`config.mk`:
```
export PLATFORM = sky130hd
export DESIGN_NAME = counter_param_hex_flat
export DESIGN_NICKNAME = d
export VERILOG_FILES = /design/src/rtl/counter_param_hex_pkg.sv /design/src/rtl/counter_param_hex_if.sv /design/src/rtl/counter_param_hex_hex_digit_decode.sv /design/src/rtl/counter_param_hex.sv /design/src/flat_wrapper.sv
export SDC_FILE = /design/constraint.sdc
export NUM_CORES = 1
export LEC_CHECK = 0
export ABC_AREA = 1
export BUFFER_PORTS_ARGS = -buffer_cell sky130_fd_sc_hd__buf_2
export CORE_MARGIN = 2
export CORE_UTILIZATION = 48
export CTS_BUF_LIST = sky130_fd_sc_hd__clkbuf_4
export DETAILED_ROUTE_END_ITERATION = 6
export PLACE_DENSITY = 0.86
export SLEW_MARGIN = 40
export SYNTH_ARGS = -nofsm -noshare
export SYNTH_HDL_FRONTEND = slang
export SYNTH_SLANG_ARGS = --single-unit
export TNS_END_PERCENT = 10
```
`constraint.sdc`:
```
create_clock -name clock -period 1.6 [get_ports clock]
set_input_delay 0.24 -clock clock [delete_from_list [all_inputs] [get_ports clock]]
set_output_delay 0.24 -clock clock [all_outputs]
set_load 0.03 [all_outputs]
```
`src/rtl/counter_param_hex_pkg.sv`:
```
// ---------------------------------------------------------------------------
// counter_param_hex_pkg
//   Shared constants and helpers for the parametrised hex-display counter.
//   - SEG_CODES : active-low seven-segment patterns for nibble 0..F,
//                 bit 0 = segment a, bit 6 = segment g.
//   - clog2_min1: ceil(log2(v)) clamped to at least 1, used to size the
//                 prescaler so a PRESCALE of 1 still gets a legal 1-bit reg.
// ---------------------------------------------------------------------------
package counter_param_hex_pkg;

    localparam logic [6:0] SEG_CODES [16] = '{
        7'h40, 7'h79, 7'h24, 7'h30,   // 0 1 2 3
        7'h19, 7'h12, 7'h02, 7'h78,   // 4 5 6 7
        7'h00, 7'h18, 7'h08, 7'h03,   // 8 9 A b
        7'h46, 7'h21, 7'h06, 7'h0E    // C d E F
    };

    // Bounded loop keeps this a plain constant function for elaboration.
    function automatic int clog2_min1(input longint unsigned v);
        int r;
        r = 0;
        for (int i = 0; i < 63; i++) begin
            if ((64'd1 << i) < v) r = i + 1;
        end
        return (r < 1) ? 1 : r;
    endfunction

endpackage

```
`src/rtl/counter_param_hex_if.sv`:
```
// ---------------------------------------------------------------------------
// counter_param_hex_if
//   Control / display bundle between the board switches/keys and the counter.
//   master : board side  - drives enable, up, load, load_value;
//                          receives count (LEDR), tc, hex (HEX displays).
//   slave  : counter side - the reverse.
//   clock and resetb are kept outside the bundle as plain ports.
// ---------------------------------------------------------------------------
interface counter_param_hex_if #(
    parameter int WIDTH  = 8,
    parameter int DIGITS = (WIDTH + 3) / 4
);
    logic                  enable;
    logic                  up;
    logic                  load;
    logic [WIDTH-1:0]      load_value;
    logic [WIDTH-1:0]      count;
    logic                  tc;
    logic [7*DIGITS-1:0]   hex;

    modport master (
        output enable, up, load, load_value,
        input  count, tc, hex
    );

    modport slave (
        input  enable, up, load, load_value,
        output count, tc, hex
    );
endinterface

```
`src/rtl/counter_param_hex_hex_digit_decode.sv`:
```
// ---------------------------------------------------------------------------
// hex_digit_decode
//   Pure combinational nibble -> active-low seven-segment decoder.
//   i_nib : 4-bit value to display
//   o_seg : segments {g,f,e,d,c,b,a}, 0 = lit
// ---------------------------------------------------------------------------
module hex_digit_decode
    import counter_param_hex_pkg::*;
(
    input  logic [3:0] i_nib,
    output logic [6:0] o_seg
);
    assign o_seg = SEG_CODES[i_nib];
endmodule

```
`src/rtl/counter_param_hex.sv`:
```
// ---------------------------------------------------------------------------
// counter_param_hex
//   Modulo-MODULUS up/down counter with synchronous load, enable-gated
//   prescaler, wrap/saturate boundary handling, a registered terminal-count
//   pulse and DIGITS seven-segment display drivers.
//
//   clock  : system clock, everything updates on its rising edge
//   resetb : synchronous active-low reset
//   bus    : slave side of counter_param_hex_if
//            enable, up, load, load_value in; count, tc, hex out
//
//   Edge priority: reset > load > step > hold.
// ---------------------------------------------------------------------------
module counter_param_hex
    import counter_param_hex_pkg::*;
#(
    parameter int      WIDTH    = 8,
    parameter longint  MODULUS  = 256,
    parameter int      PRESCALE = 1,
    parameter bit      SATURATE = 1'b0,
    parameter int      DIGITS   = (WIDTH + 3) / 4
) (
    input  logic                 clock,
    input  logic                 resetb,
    counter_param_hex_if.slave   bus
);

    localparam int              PS_W    = clog2_min1(longint'(PRESCALE));
    localparam logic [WIDTH-1:0] MAX_VAL = WIDTH'(MODULUS - 1);
    localparam logic [PS_W-1:0]  PS_LAST = PS_W'(PRESCALE - 1);
    localparam int              NIB_W   = 4 * DIGITS;

    // Elaboration-time sanity checks on the parameter ranges.
    if (WIDTH < 2 || WIDTH > 32) begin : g_bad_width
        $error("counter_param_hex: WIDTH out of range");
    end
    if (MODULUS < 2 || MODULUS > (64'd1 << WIDTH)) begin : g_bad_mod
        $error("counter_param_hex: MODULUS out of range");
    end
    if (PRESCALE < 1 || PRESCALE > 65536) begin : g_bad_ps
        $error("counter_param_hex: PRESCALE out of range");
    end

    logic [WIDTH-1:0] r_count;
    logic [PS_W-1:0]  r_pre;
    logic             r_tc;

    logic             w_step;
    logic             w_at_top;
    logic             w_at_bot;
    logic             w_boundary;
    logic [WIDTH-1:0] w_next;
    logic [WIDTH-1:0] w_load_clamp;

    // A step fires on the enabled edge where the prescaler is at its last
    // phase; with PRESCALE = 1 PS_LAST is 0 and r_pre never leaves 0.
    assign w_step   = bus.enable && (r_pre == PS_LAST);
    assign w_at_top = (r_count == MAX_VAL);
    assign w_at_bot = (r_count == '0);

    assign w_load_clamp = (bus.load_value > MAX_VAL) ? MAX_VAL : bus.load_value;

    // Next value of a step. Wrapping goes to the modulus bounds, never the
    // natural 2**WIDTH rollover, so non-power-of-two moduli work.
    always_comb begin
        w_next     = r_count;
        w_boundary = 1'b0;
        if (bus.up) begin
            if (w_at_top) begin
                w_boundary = 1'b1;
                w_next     = SATURATE ? r_count : '0;
            end else begin
                w_next     = r_count + WIDTH'(1);
            end
        end else begin
            if (w_at_bot) begin
                w_boundary = 1'b1;
                w_next     = SATURATE ? r_count : MAX_VAL;
            end else begin
                w_next     = r_count - WIDTH'(1);
            end
        end
    end

    always_ff @(posedge clock) begin
        if (!resetb) begin
            r_count <= '0;
            r_pre   <= '0;
            r_tc    <= 1'b0;
        end else if (bus.load) begin
            r_count <= w_load_clamp;
            r_pre   <= '0;
            r_tc    <= 1'b0;
        end else if (bus.enable) begin
            r_pre <= w_step ? '0 : r_pre + PS_W'(1);
            if (w_step) begin
                r_count <= w_next;
                r_tc    <= w_boundary;
            end else begin
                r_tc    <= 1'b0;
            end
        end else begin
            r_tc <= 1'b0;
        end
    end

    assign bus.count = r_count;
    assign bus.tc    = r_tc;

    // Zero-extend (or truncate) the count to whole nibbles for the digits.
    logic [NIB_W-1:0]    w_nib_ext;
    logic [7*DIGITS-1:0] w_hex;

    assign w_nib_ext = NIB_W'(r_count);

    for (genvar k = 0; k < DIGITS; k++) begin : g_digit
        hex_digit_decode u_dig (
            .i_nib (w_nib_ext[4*k +: 4]),
            .o_seg (w_hex[7*k +: 7])
        );
    end

    assign bus.hex = w_hex;

endmodule
```
`src/flat_wrapper.sv`:
```
// flat-port wrapper written by rule: the top's interface ports become plain ports
module counter_param_hex_flat import counter_param_hex_pkg::*;
#(
    parameter int      WIDTH    = 8,
    parameter longint  MODULUS  = 256,
    parameter int      PRESCALE = 1,
    parameter bit      SATURATE = 1'b0,
    parameter int      DIGITS   = (WIDTH + 3) / 4
)
  (clock, resetb, bus_enable, bus_up, bus_load, bus_load_value, bus_count, bus_tc, bus_hex);
  counter_param_hex_if #(.WIDTH(WIDTH), .DIGITS(DIGITS)) bus_i ();
  input  logic clock;
  input  logic resetb;
  input wire logic [$bits(bus_i.enable)-1:0] bus_enable;
  input wire logic [$bits(bus_i.up)-1:0] bus_up;
  input wire logic [$bits(bus_i.load)-1:0] bus_load;
  input wire logic [$bits(bus_i.load_value)-1:0] bus_load_value;
  output wire logic [$bits(bus_i.count)-1:0] bus_count;
  output wire logic [$bits(bus_i.tc)-1:0] bus_tc;
  output wire logic [$bits(bus_i.hex)-1:0] bus_hex;
  assign bus_i.enable = bus_enable;
  assign bus_i.up = bus_up;
  assign bus_i.load = bus_load;
  assign bus_i.load_value = bus_load_value;
  assign bus_count = bus_i.count;
  assign bus_tc = bus_i.tc;
  assign bus_hex = bus_i.hex;
  counter_param_hex #(.WIDTH(WIDTH), .MODULUS(MODULUS), .PRESCALE(PRESCALE), .SATURATE(SATURATE), .DIGITS(DIGITS)) u_core (.clock(clock), .resetb(resetb), .bus(bus_i));
endmodule
```
Word level (Yosys, flattened, before mapping):

Memory sizes are Yosys's and may differ from the RTL's.
Index checks and enable logic that the tools add are counted.

* register bits: 10
* memory bits (read-only): 224
* logic and storage cells: 40
* memories: 2

* $add $sub $neg: 3
* order comparisons: 3
* eq/ne operators: 1
* multiplexer cells: 15
* bitwise operators: 6
* reduce and logical (&&, ||, !) cells: 7

Memories
* (no name shown): depth 16, bits a word 7, rd ports 1, clocked after memory_dff 0, wr ports 0, RTL line counter_param_hex_hex_digit_decode.sv:13 `assign o_seg = SEG_CODES[i_nib];`
* (no name shown): depth 16, bits a word 7, rd ports 1, clocked after memory_dff 0, wr ports 0, RTL line counter_param_hex_hex_digit_decode.sv:13

Operators by type and width (count)
* $mux W8: 7
* $mux W7: 4
* $ge A5 B5 Y1 const B: 2
* $not A4 Y5: 2
* $add A8 B1 Y8 const B: 1
* $eq A8 B8 Y1 const B: 1
* $gt A8 B8 Y1 const B: 1
* $logic_not A8 Y1: 1
* $sub A8 B1 Y8 const B: 1
* $mux W1: 4
* $not A1 Y1: 4
* $reduce_bool A2 Y1: 2
* $reduce_or A4 Y1: 1
* $reduce_and A2 Y1: 1
* $reduce_or A2 Y1: 1
* $add A1 B1 Y1 const B: 1
* $logic_and A1 B1 Y1: 1

Logic depth before layout (Yosys ltp):

Gate-level depths: netlist (run 1).

* depth in word-level cells: 6
* depth in mapped cells: 10

Cells and area by module:

A second synthesis (run 1) with hierarchy kept.

* cells, all modules: 243
* area, all modules: 1418.9 µm²

By module, submodules not included
* counter_param_hex: times used 1, cells an instance 145, area an instance 890.9 µm²
* hex_digit_decode (u_core.g_digit[0].u_dig): times used 1, cells an instance 48, area an instance 264.0 µm²
* hex_digit_decode (u_core.g_digit[1].u_dig): times used 1, cells an instance 50, area an instance 264.0 µm²

Worst setup path after synthesis (run 1):

No wires, ideal clock.

* path type: reg-to-output
* start point: reg u_core.r_count[4], in the netlist u_core.bus.count[4]
* end point: out bus_hex[12]
* data arrival time: 1655 ps
* path slack: -295 ps
* cell stages (with the launch flop): 5
* path through: dfxtp_1 -> buf_2 -> inv_1 -> ha_1 -> o221ai_1

* longest elaborated chain between the ends: 4

RTL lines
* from (decl): RTL line counter_param_hex.sv:44 `logic [WIDTH-1:0] r_count;`
* from (signal assigned): RTL line counter_param_hex.sv:91 `r_count <= w_load_clamp;`
* from (signal assigned): RTL line counter_param_hex.sv:97 `r_count <= w_next;`
* $not A4 Y5 (implied by the code): RTL line counter_param_hex_hex_digit_decode.sv:13
* $mem_v2 Z16 W7
* $mux W7 (implied by the code) (2 in a row): RTL line counter_param_hex_hex_digit_decode.sv:13
* to (decl): RTL line flat_wrapper.sv:20 `output wire logic [$bits(bus_i.hex)-1:0] bus_hex;`

No other way between the ends. The select of a mux whose other input is x is not followed.

Worst setup path after layout (run 1):

* start point: reg u_core.r_count[4], in the netlist u_core.bus.count[4]
* end point: out bus_hex[10]

Same word-level chain as after synthesis.

==> results of run 1 <==
critical path, stage by stage, from the launching register on:
cell and delay, ns:
dfxtp_4 0.43, inv_6 0.06, ha_4 0.27, nand2_1 0.06
o21ai_1 0.07, o211ai_1 0.12, buf_4 0.19
per-stage QoR:
step	util (%)	hold WS, ns
5_1_grt	81.5	0.149
4_1_cts	76.3	0.137
6_report	81.5	0.141
3_5_place_dp	64.2	0.426
2_1_floorplan	-	0.317
3_3_place_gp	64.2	0.422
registers in the layout, summed over array words and instances (netlist names):
signal,count
u_core.r_pre,1
u_core.bus.count,8
u_core.bus.tc,1
power groups by stage:
stage / clock network, mW / logic, mW / registers, mW
final: 0.204 / 0.972 / 0.328
after global routing: 0.220 / 1.03 / 0.330
after CTS: 0.211 / 0.844 / 0.320
after detailed placement: 0 / 0.691 / 0.319
after global placement: 0 / 0.684 / 0.318
after floorplan: 0 / 0.476 / 0.335
timing repair:
| action | in CTS | in global routing |
|---|---|---|
| resized for setup | 68 | 36 |
| buffers inserted | 6 | 2 |
| pin swaps | 11 | 10 |
| endpoints found under the setup margin | 14 | 18 |
logic make-up after synthesis:
group	after synthesis	share of synthesized area (%)
simple gates	99	35.3
compound gates	41	20.8
buf+inv	39	14.2
fa+ha+maj	10	10.3
flops	10	16.5
xor+xnor	4	2.89
layer usage:
metal / wire length (um) / vias up
met5: 0 / -
met4: 180 / 0
met3: 395 / 19
met2: 2280 / 112
met1: 1910 / 806
li1: - / 791
synth_stat cells:
cell,number,area (um^2)
a221o_1,1,10.0
nand3_1,15,75.1
o21ai_0,12,60.1
buf_6,2,22.5
nand4_1,4,25.0
clkinv_1,2,7.51
nor2_1,30,113
a21oi_1,9,45.0
nor2_2,4,25.0
xor2_1,4,35.0
inv_2,1,3.75
o221ai_1,7,61.3
nor3_1,2,10.0
nor2_4,1,11.3
a31oi_1,1,6.26
o21ai_1,3,15.0
o211ai_1,3,22.5
nand2_1,42,158
inv_6,1,8.76
buf_2,5,25.0
dfxtp_1,10,200
ha_1,10,125
o21a_1,1,7.51
o22ai_1,4,25.0
inv_1,28,105
nand2_4,1,11.3
worst paths after layout:
check | startpoint | endpoint | slack, ns
max | u_core.bus.count[4] | bus_hex[10] | -0.12
min | bus_enable | u_core.r_pre | 0.14
max reg2reg | u_core.bus.count[1] | u_core.bus.count[7] | 0.02
min reg2reg | u_core.r_pre | u_core.r_pre | 0.45
layout make-up:
| class | instances | share of cell area (%) |
|---|---|---|
| Clock buffer | 4 | 1.52 |
| Inverter | 32 | 7.45 |
| Multi-Input combinational cell | 154 | 54.2 |
| Sequential cell | 10 | 11.5 |
| Tap cell | 30 | 1.89 |
| Timing Repair Buffer | 61 | 23.5 |
==> metrics.txt, run 1 <==
Ys Warns 0; FF/Latch Area roughly 230 um^2; Final Cell Area 0.00198 mm^2; first-pass GRT wire length 6.33 mm; via count 1728; Final Hold Fails 0; WL/cell 16.4 um; power share of the clock group 13.5%; vias in the first global route 1420; number of cell rows 18; register area share after synthesis ~16%; Layout area overhead 63.3%; Setup crit start kind register; via-per-instance ratio about 6; placed cell area between 0.0015 and 0.002 mm^2; failing checks setup timing; Overall Power approximately 1.5 mW; latest clock arrival within the worst-skew pair around 0.27 ns; Final setup viols 9; nets 285; worst hold path class input port to register; drt pass-1 iters 4; commonest non-fill, non-tap cells in the layout 38 x nand2_1, 24 x buf_4, 21 x nor2_1, 21 x buf_2; hold path depth 2; initial drt markers 106; most common cell after layout, fill and taps aside nand2_1; Die H 54.3 um; critical path peak fanout 6; clk slew on worst S/H paths 0.07 ns; Leakage 0.925 nW; pre-CTS WS 0.0616 ns; ANT cells 0; Yosys cell types 26; Worst Setup Slack, final -0.123 ns; met1 GRT Util 39.3%; clk_skew 0.00661 ns; initial core utilization roughly half; Max Slew Vio Count 0; Worst R2R Path Depth 11; max-cap violations 0; run status finished with violations; post-synthesis cell count slightly above 200; num ports 36; initial antenna violation count 0; port bufs 35; P per Cell Area around 760 mW/mm^2; Final ANT Viol Nets 0; Avg Inst Size Synth roughly 6 um^2; CTS tree built; share of layout cells above drive strength 1 around half; non-filler instance count after layout a little under 300; worst vdd ir 0.000661 V; final cycle utilization of the critical path 108%; clk buf depth 2; DRT Wirelength between 4 and 5 mm; slew margin rel. 76.9%; post-placement cell count 280; CTS H-Tree Depth 1; combinational share of power ~65%; sequential share of power a little over a fifth; placer's final routability congestion estimate 0.848; detailed-route DRC error count 0; # hold bufs at CTS 0; worst path arrival time between 1 and 1.5 ns; Tmin final between 1.5 and 2 ns; required time worst endpoint 1.36 ns; largest net degree at the start of global routing 12; die area 0.00295 mm^2; met2 GRT Util slightly below 50%; grt total ovfl 0; Most Crowded Layer GR met2; Num CTS Buffers 3; Netlist Area Pre-Place 0.00121 mm^2; setup TNS -0.510 ns; Post-Syn Nets 226; switching power 0.723 mW; Multi-input gate area 0.00107 mm^2; CP Class register to output port; die width 54.3 um; Root Driver clkbuf_4; hpwl dp around 2.8 mm; sw frac 48.0%; RSZ-0062 raised after global routing yes; Fill cells ~160; Core ar. 0.00243 mm^2; fmax just under 600 MHz; Worst Tran Pin Value 0.344 ns; GR Layer Usage met3 roughly 3.0%; Total GRT Usage 29.6%; Worst setup EP type output port; clk sinks 10; #FFs+latches synth 10; P_int 0.782 mW
No activity file was read; power rests on OpenSTA's default activity.
==> run 2, diff against run 1 <==
--- a/config.mk
+++ b/config.mk
@@ -5,10 +5,9 @@
 export SDC_FILE = /design/constraint.sdc
 export NUM_CORES = 1
 export LEC_CHECK = 0
-export ABC_AREA = 1
 export BUFFER_PORTS_ARGS = -buffer_cell sky130_fd_sc_hd__buf_2
 export CORE_MARGIN = 2
-export CORE_UTILIZATION = 48
+export CORE_UTILIZATION = 49
 export CTS_BUF_LIST = sky130_fd_sc_hd__clkbuf_4
 export DETAILED_ROUTE_END_ITERATION = 6
 export PLACE_DENSITY = 0.86
==> metrics.txt, run 2 <==
Post-synth EDFFs 0 (unchanged); #FFs+latches synth 10 (unchanged); # hold bufs at CTS 0 (unchanged); Worst Tran Pin Value 0.336 ns (was 0.344 ns); P_int 0.787 mW (was 0.782 mW); Root Driver clkbuf_4 (unchanged); first-pass GRT wire length 9.07 mm (was 6.33 mm); worst hold path class input port to register (unchanged); setup TNS -1.97 ns (was -0.510 ns); run status finished with violations (unchanged); initial antenna violation count 0 (unchanged); non-filler instance count after layout 283 (was 291); combinational share of power 65.8% (was 64.6%); Final Hold Fails 0 (unchanged); slew margin rel. 77.5% (was 76.9%); required time worst endpoint 1.36 ns (about the same); initial drt markers 205 (was 106); sw frac 48.4% (was 48.0%); commonest non-fill, non-tap cells in the layout 43 x buf_4, 22 x buf_2, 13 x nand2_1 (was 38 x nand2_1, 24 x buf_4, 21 x nor2_1, 21 x buf_2); Worst R2R Path Depth 5 (was 11); Post-Syn Nets 208 (was 226); switching power 0.737 mW (was 0.723 mW); Netlist Area Pre-Place 0.00133 mm^2 (was 0.00121 mm^2); Core ar. 0.00252 mm^2 (was 0.00243 mm^2); worst path arrival time 1.56 ns (was 1.48 ns); largest cells by area after synthesis dfxtp_1 15%, ha_1 9.4%, o21ai_0 6.4% (was dfxtp_1 16%, nand2_1 13%, ha_1 10%); clk_skew 0.0245 ns (was 0.00661 ns); DRT Wirelength 5.94 mm (was 4.77 mm); Final ANT Viol Nets 0 (unchanged); WL/cell 21.0 um (was 16.4 um); Final setup viols 19 (was 9); initial core utilization 52.5% (was 49.9%); clk sinks 10 (unchanged); max-cap violations 0 (unchanged); pre-CTS WS -0.0201 ns (was 0.0616 ns); ANT cells 0 (unchanged); Setup crit start kind register (unchanged); clk buf depth 2 (unchanged); critical path peak fanout 5 (was 6); number of cell rows 18 (unchanged); Yosys cell types 47 (was 26); Num CTS Buffers 3 (unchanged); Max Slew Vio Count 0 (unchanged); fmax 557 MHz (was 580 MHz); via count 1936 (was 1728); sequential share of power 20.7% (was 21.8%); Synth area leader dfxtp_1 (unchanged); num ports 36 (unchanged); post-synthesis cell count 185 (was 203); hold path depth 2 (unchanged); Layout area overhead 63.1% (was 63.3%); Leakage 0.880 nW (was 0.925 nW); nets 277 (was 285); asr flop ratio synth 0% (unchanged); clk slew on worst S/H paths 0.10 ns (was 0.07 ns); Die H 56 um (was 54.3 um); Final Cell Area 0.00216 mm^2 (was 0.00198 mm^2); detailed-route DRC error count 0 (unchanged); hpwl dp 3.57 mm (was 2.76 mm); Total GRT Usage 36.6% (was 29.6%); share of layout cells above drive strength 1 53.4% (was 49.4%); main flop type after synthesis dfxtp_1 (unchanged); via-per-instance ratio 6.84 (was 5.94); most common cell after layout, fill and taps aside buf_4 (was nand2_1); placed cell area 0.00181 mm^2 (was 0.00156 mm^2); CTS tree built (unchanged); worst hold margin 0.170 ns (was 0.141 ns); latest clock arrival within the worst-skew pair 0.29 ns (was 0.27 ns); RSZ-0062 raised after global routing yes (unchanged); CTS H-Tree Depth 1 (unchanged); largest net degree at the start of global routing 15 (was 12); port bufs 35 (unchanged); grt total ovfl 0 (unchanged); Worst setup EP type output port (unchanged); register area share after synthesis 15.1% (was 16.5%); Worst Setup Slack, final -0.197 ns (was -0.123 ns); max FFs per register 8 (unchanged); top-area cell type share of the netlist area 15.1% (was 16.5%); worst vdd ir 0.000671 V (was 0.000661 V); final cycle utilization of the critical path 112% (was 108%); drt pass-1 iters 5 (was 4); Tmin final 1.80 ns (was 1.72 ns); vias in the first global route 1862 (was 1420); post-placement cell count 273 (was 280); Ys Warns 0 (unchanged); Commonest cells post-synth 17 x nor2_1, 17 x o21ai_0, 15 x nand2_1 (was 42 x nand2_1, 30 x nor2_1, 28 x inv_1); die width 56 um (was 54.3 um); P per Cell Area 706 mW/mm^2 (was 759 mW/mm^2); CP Class register to output port (unchanged); die area 0.00314 mm^2 (was 0.00295 mm^2); failing checks setup timing (unchanged); placer's final routability congestion estimate 0.995 (was 0.848); power share of the clock group 13.5% (about the same); Avg Inst Size Synth 7.16 um^2 (was 5.98 um^2); Fill cells 139 (was 162)
run 2: cell count changes after synthesis, sizes merged, moves of 4 or more:
cell / previous run / this run
a31oi: 1 / 5
clkbuf: 0 / 5
inv: 30 / 10
mux2i: 0 / 8
nand2: 43 / 15
nand2b: 0 / 5
nand3: 15 / 9
nor2: 35 / 17
nor3: 2 / 6
o221ai: 7 / 0
xor2: 4 / 0
run 2: logic make-up (layout without fill, tap and decap cells):
group | after synthesis | in the layout | synth area share [%]
xor gates and xnor gates | 1 | 1 | 0.661
AOI/OAI and AO/OA | 60 | 60 | 31.6
buffers and inverters | 23 | 91 | 7.65
and+or+nand+nor | 73 | 73 | 29.5
adders and majority gates | 10 | 10 | 9.44
DFF | 10 | 10 | 15.1
muxes | 8 | 8 | 6.04
run 2: cell type report:
| type | instances | area, um^2 | share of cell area, % |
|---|---|---|---|
| Clock buffer | 3 | 22.5 | 1.04 |
| Multi-Input combinational cell | 152 | 1240 | 57.6 |
| Sequential cell | 10 | 225 | 10.4 |
| Tap cell | 30 | 37.5 | 1.74 |
| Timing Repair Buffer | 77 | 572 | 26.5 |
| Inverter | 10 | 55.1 | 2.55 |
| Clock inverter | 1 | 3.75 | 0.174 |
run 2: worst paths after layout:
path | end | start | slack, ns
setup reg to reg | u_core.bus.count[0] | u_core.bus.count[4] | -0.12
hold / removal | u_core.r_pre | bus_enable | 0.17
setup / recovery | bus_hex[7] | u_core.bus.count[4] | -0.20
hold reg to reg | u_core.r_pre | u_core.r_pre | 0.53
run 2: critical path, cell delays in order, from the launching register on:
cell and delay, ns:
dfxtp_4 0.38, buf_8 0.13, ha_4 0.17, o211ai_1 0.30, o31ai_4 0.12, buf_6 0.15
run 2: per-stage QoR:
stage               power (mW)  util, %
finish                    1.52     85.7
detailed placement        1.09     71.8
CTS                       1.41     82.1
floorplan                0.832        -
global route              1.57     85.7
global placement          1.07     71.8
run 2: power by group through the flow:
| stage | sequential (mW) | clock (mW) | combinational [mW] |
|---|---|---|---|
| 3_5_place_dp | 0.310 | 0 | 0.779 |
| 6_report | 0.316 | 0.206 | 1.00 |
| 2_1_floorplan | 0.334 | 0 | 0.498 |
| 5_1_grt | 0.318 | 0.207 | 1.05 |
| 3_3_place_gp | 0.308 | 0 | 0.759 |
| 4_1_cts | 0.307 | 0.202 | 0.906 |
run 2: repair_timing:
item                                    in CTS  in global routing
endpoints found under the setup margin      18                 22
pin swaps                                    6                  7
resized for setup                           53                 22
buffers inserted                             5                  1
run 2: routing by layer:
| layer | wire, um | vias to the layer above | share of wire [%] | global-route usage [%] |
|---|---|---|---|---|
| met1 | 2080 | 868 | 35 | 43.6 |
| met2 | 2830 | 190 | 48 | 60.8 |
| met3 | 706 | 51 | 12 | 6.28 |
| li1 | - | 827 | - | - |
| met5 | 0 | - | 0 | 0 |
| met4 | 326 | 0 | 5.5 | 21.4 |
==> run 3, diff against run 2 <==
--- a/config.mk
+++ b/config.mk
@@ -15,4 +15,3 @@
 export SYNTH_ARGS = -nofsm -noshare
 export SYNTH_HDL_FRONTEND = slang
 export SYNTH_SLANG_ARGS = --single-unit
-export TNS_END_PERCENT = 10
==> metrics.txt, run 3 (synthesized netlist as in run 2, its figures left out) <==
Final ANT Viol Nets 0 (unchanged); failing checks DRC, setup timing (was setup timing); Setup crit start kind register (unchanged); fmax 535 MHz (was 557 MHz); Overall Power 1.78 mW (was 1.52 mW); RSZ-0062 raised after global routing yes (unchanged); pre-CTS WS -0.00580 ns (was -0.0201 ns); Worst Setup Slack, final -0.268 ns (was -0.197 ns); Max Slew Vio Count 0 (unchanged); initial core utilization 52.5% (unchanged); detailed-route DRC error count 101 (was 0); buffer and inverter count on the worst path 2 (unchanged); worst hold margin 0.172 ns (was 0.170 ns); grt total ovfl 0 (unchanged); required time worst endpoint 1.36 ns (about the same); # hold bufs at CTS 0 (unchanged); die width 56 um (unchanged); die area 0.00314 mm^2 (unchanged); clk buf depth 2 (unchanged); FF/Latch Area 228 um^2 (was 225 um^2); share of layout cells above drive strength 1 59.7% (was 53.4%); WL/cell 29.4 um (was 21.0 um); num ports 36 (unchanged); placer's final routability congestion estimate 0.974 (was 0.995); clk sinks 10 (unchanged); worst path arrival time 1.63 ns (was 1.56 ns); initial drt markers 497 (was 205); number of cell rows 18 (unchanged); final cycle utilization of the critical path 117% (was 112%); hold path depth 2 (unchanged); drt pass-1 iters 7 (was 5); clk slew on worst S/H paths 0.09 ns (was 0.10 ns); Leakage 0.988 nW (was 0.880 nW); latest clock arrival within the worst-skew pair 0.30 ns (was 0.29 ns); nets 287 (was 277); Die H 56 um (unchanged); worst vdd ir 0.000883 V (was 0.000671 V); Fill cells 46 (was 139); Worst R2R Path Depth 7 (was 5); first-pass GRT wire length 8.84 mm (was 9.07 mm); Worst Tran Pin Value 0.439 ns (was 0.336 ns); slew margin rel. 70.5% (was 77.5%); Final Cell Area 0.00244 mm^2 (was 0.00216 mm^2); post-placement cell count 269 (was 273); critical path peak fanout 4 (was 5); Final Hold Fails 0 (unchanged); r2r startpoint u_core.bus.count[0] (was u_core.bus.count[4]); DRT Wirelength 8.60 mm (was 5.94 mm); Worst path max stage delay 0.39 ns (was 0.38 ns); r2r setup slk -0.27 ns (was -0.12 ns); Final setup viols 22 (was 19); Total GRT Usage 35.1% (was 36.6%); via-per-instance ratio 7.99 (was 6.84); run status finished with violations (unchanged); r2r endpoint u_core.bus.count[7] (was u_core.bus.count[0]); setup TNS -3.11 ns (was -1.97 ns); vias in the first global route 1888 (was 1862); CTS tree built (unchanged); Core ar. 0.00252 mm^2 (unchanged); CP cell instances inv_4 > ha_4 > nor2_1 > or3b_1 > o21ai_2 > buf_6 (was buf_8 > ha_4 > o211ai_1 > o31ai_4 > buf_6); most common cell after layout, fill and taps aside buf_4 (unchanged); max FFs per register 8 (unchanged); slowest CP cell dfxtp_4 (unchanged); hpwl dp 3.47 mm (was 3.57 mm); placed cell area 0.00182 mm^2 (was 0.00181 mm^2); port bufs 35 (unchanged); ANT cells 0 (unchanged); commonest non-fill, non-tap cells in the layout 43 x buf_4, 21 x buf_2, 19 x buf_6 (was 43 x buf_4, 22 x buf_2, 13 x nand2_1); P per Cell Area 728 mW/mm^2 (was 706 mW/mm^2); Worst Setup SP u_core.bus.count[0] (was u_core.bus.count[4]); Layout area overhead 84.2% (was 63.1%); Hold EP u_core.r_pre (unchanged); delay-heaviest family, CP simple AND/OR/NAND/NOR gates (was compound AO/OA/AOI/OAI gates); Final Util 96.8% (was 85.7%); Worst setup EP type output port (unchanged); Multi-input gate area 0.00137 mm^2 (was 0.00124 mm^2); max-cap violations 0 (unchanged); Tmin final 1.87 ns (was 1.80 ns); CTS H-Tree Depth 1 (unchanged); Hold Crit Start bus_enable (unchanged); via count 2340 (was 1936); worst hold path class input port to register (unchanged); clk_skew 0.0110 ns (was 0.0245 ns); Root Driver clkbuf_4 (unchanged); CP Class register to output port (unchanged); largest net degree at the start of global routing 16 (was 15); initial antenna violation count 1 (was 0); non-filler instance count after layout 293 (was 283); Num CTS Buffers 3 (unchanged)
run 3: final cells by class:
type / instances / share of cell area (%)
Clock buffer: 3 / 0.923
Clock inverter: 1 / 0.154
Inverter: 10 / 2.61
Multi-Input combinational cell: 152 / 56.3
Sequential cell: 10 / 9.33
Tap cell: 30 / 1.54
Timing Repair Buffer: 87 / 29.2
run 3: power breakdown:
group          total, mW  switching [mW]  internal, mW  leakage (nW)
clock network      0.218           0.127        0.0911        0.0154
logic               1.23           0.710         0.523         0.885
registers          0.325          0.0566         0.269        0.0871
total               1.78           0.894         0.883         0.988
run 3: worst register-to-register path, stage by stage (launching register included):
cell       delay [ns]
dfxtp_4          0.39
buf_4            0.15
buf_6            0.11
buf_6            0.12
nor3_4           0.17
and4_1           0.34
o2111ai_1        0.19
a32o_1           0.30
run 3: worst max path at each step:
stage                               end  slack [ns]  depth (start not counted)
CTS                          bus_hex[0]       -0.15                          6
finish                       bus_hex[0]       -0.27                          6
detailed placement  u_core.bus.count[4]      -0.006                          5
global placement    u_core.bus.count[4]        0.03                          5
floorplan           u_core.bus.count[2]       -0.04                          7
global route        u_core.bus.count[4]       -0.37                          7
run 3: timing repair:
action	4_1_cts	5_1_grt
pin swaps	7	22
gates resized for setup	53	57
buffers inserted	8	12
endpoints found under the setup margin	18	23
run 3: layer usage:
layer / wire length [um] / global-route usage, %
met5: 15 / 0
met4: 1130 / 23.1
met3: 1270 / 6.51
met2: 3520 / 57.8
met1: 2670 / 41.0
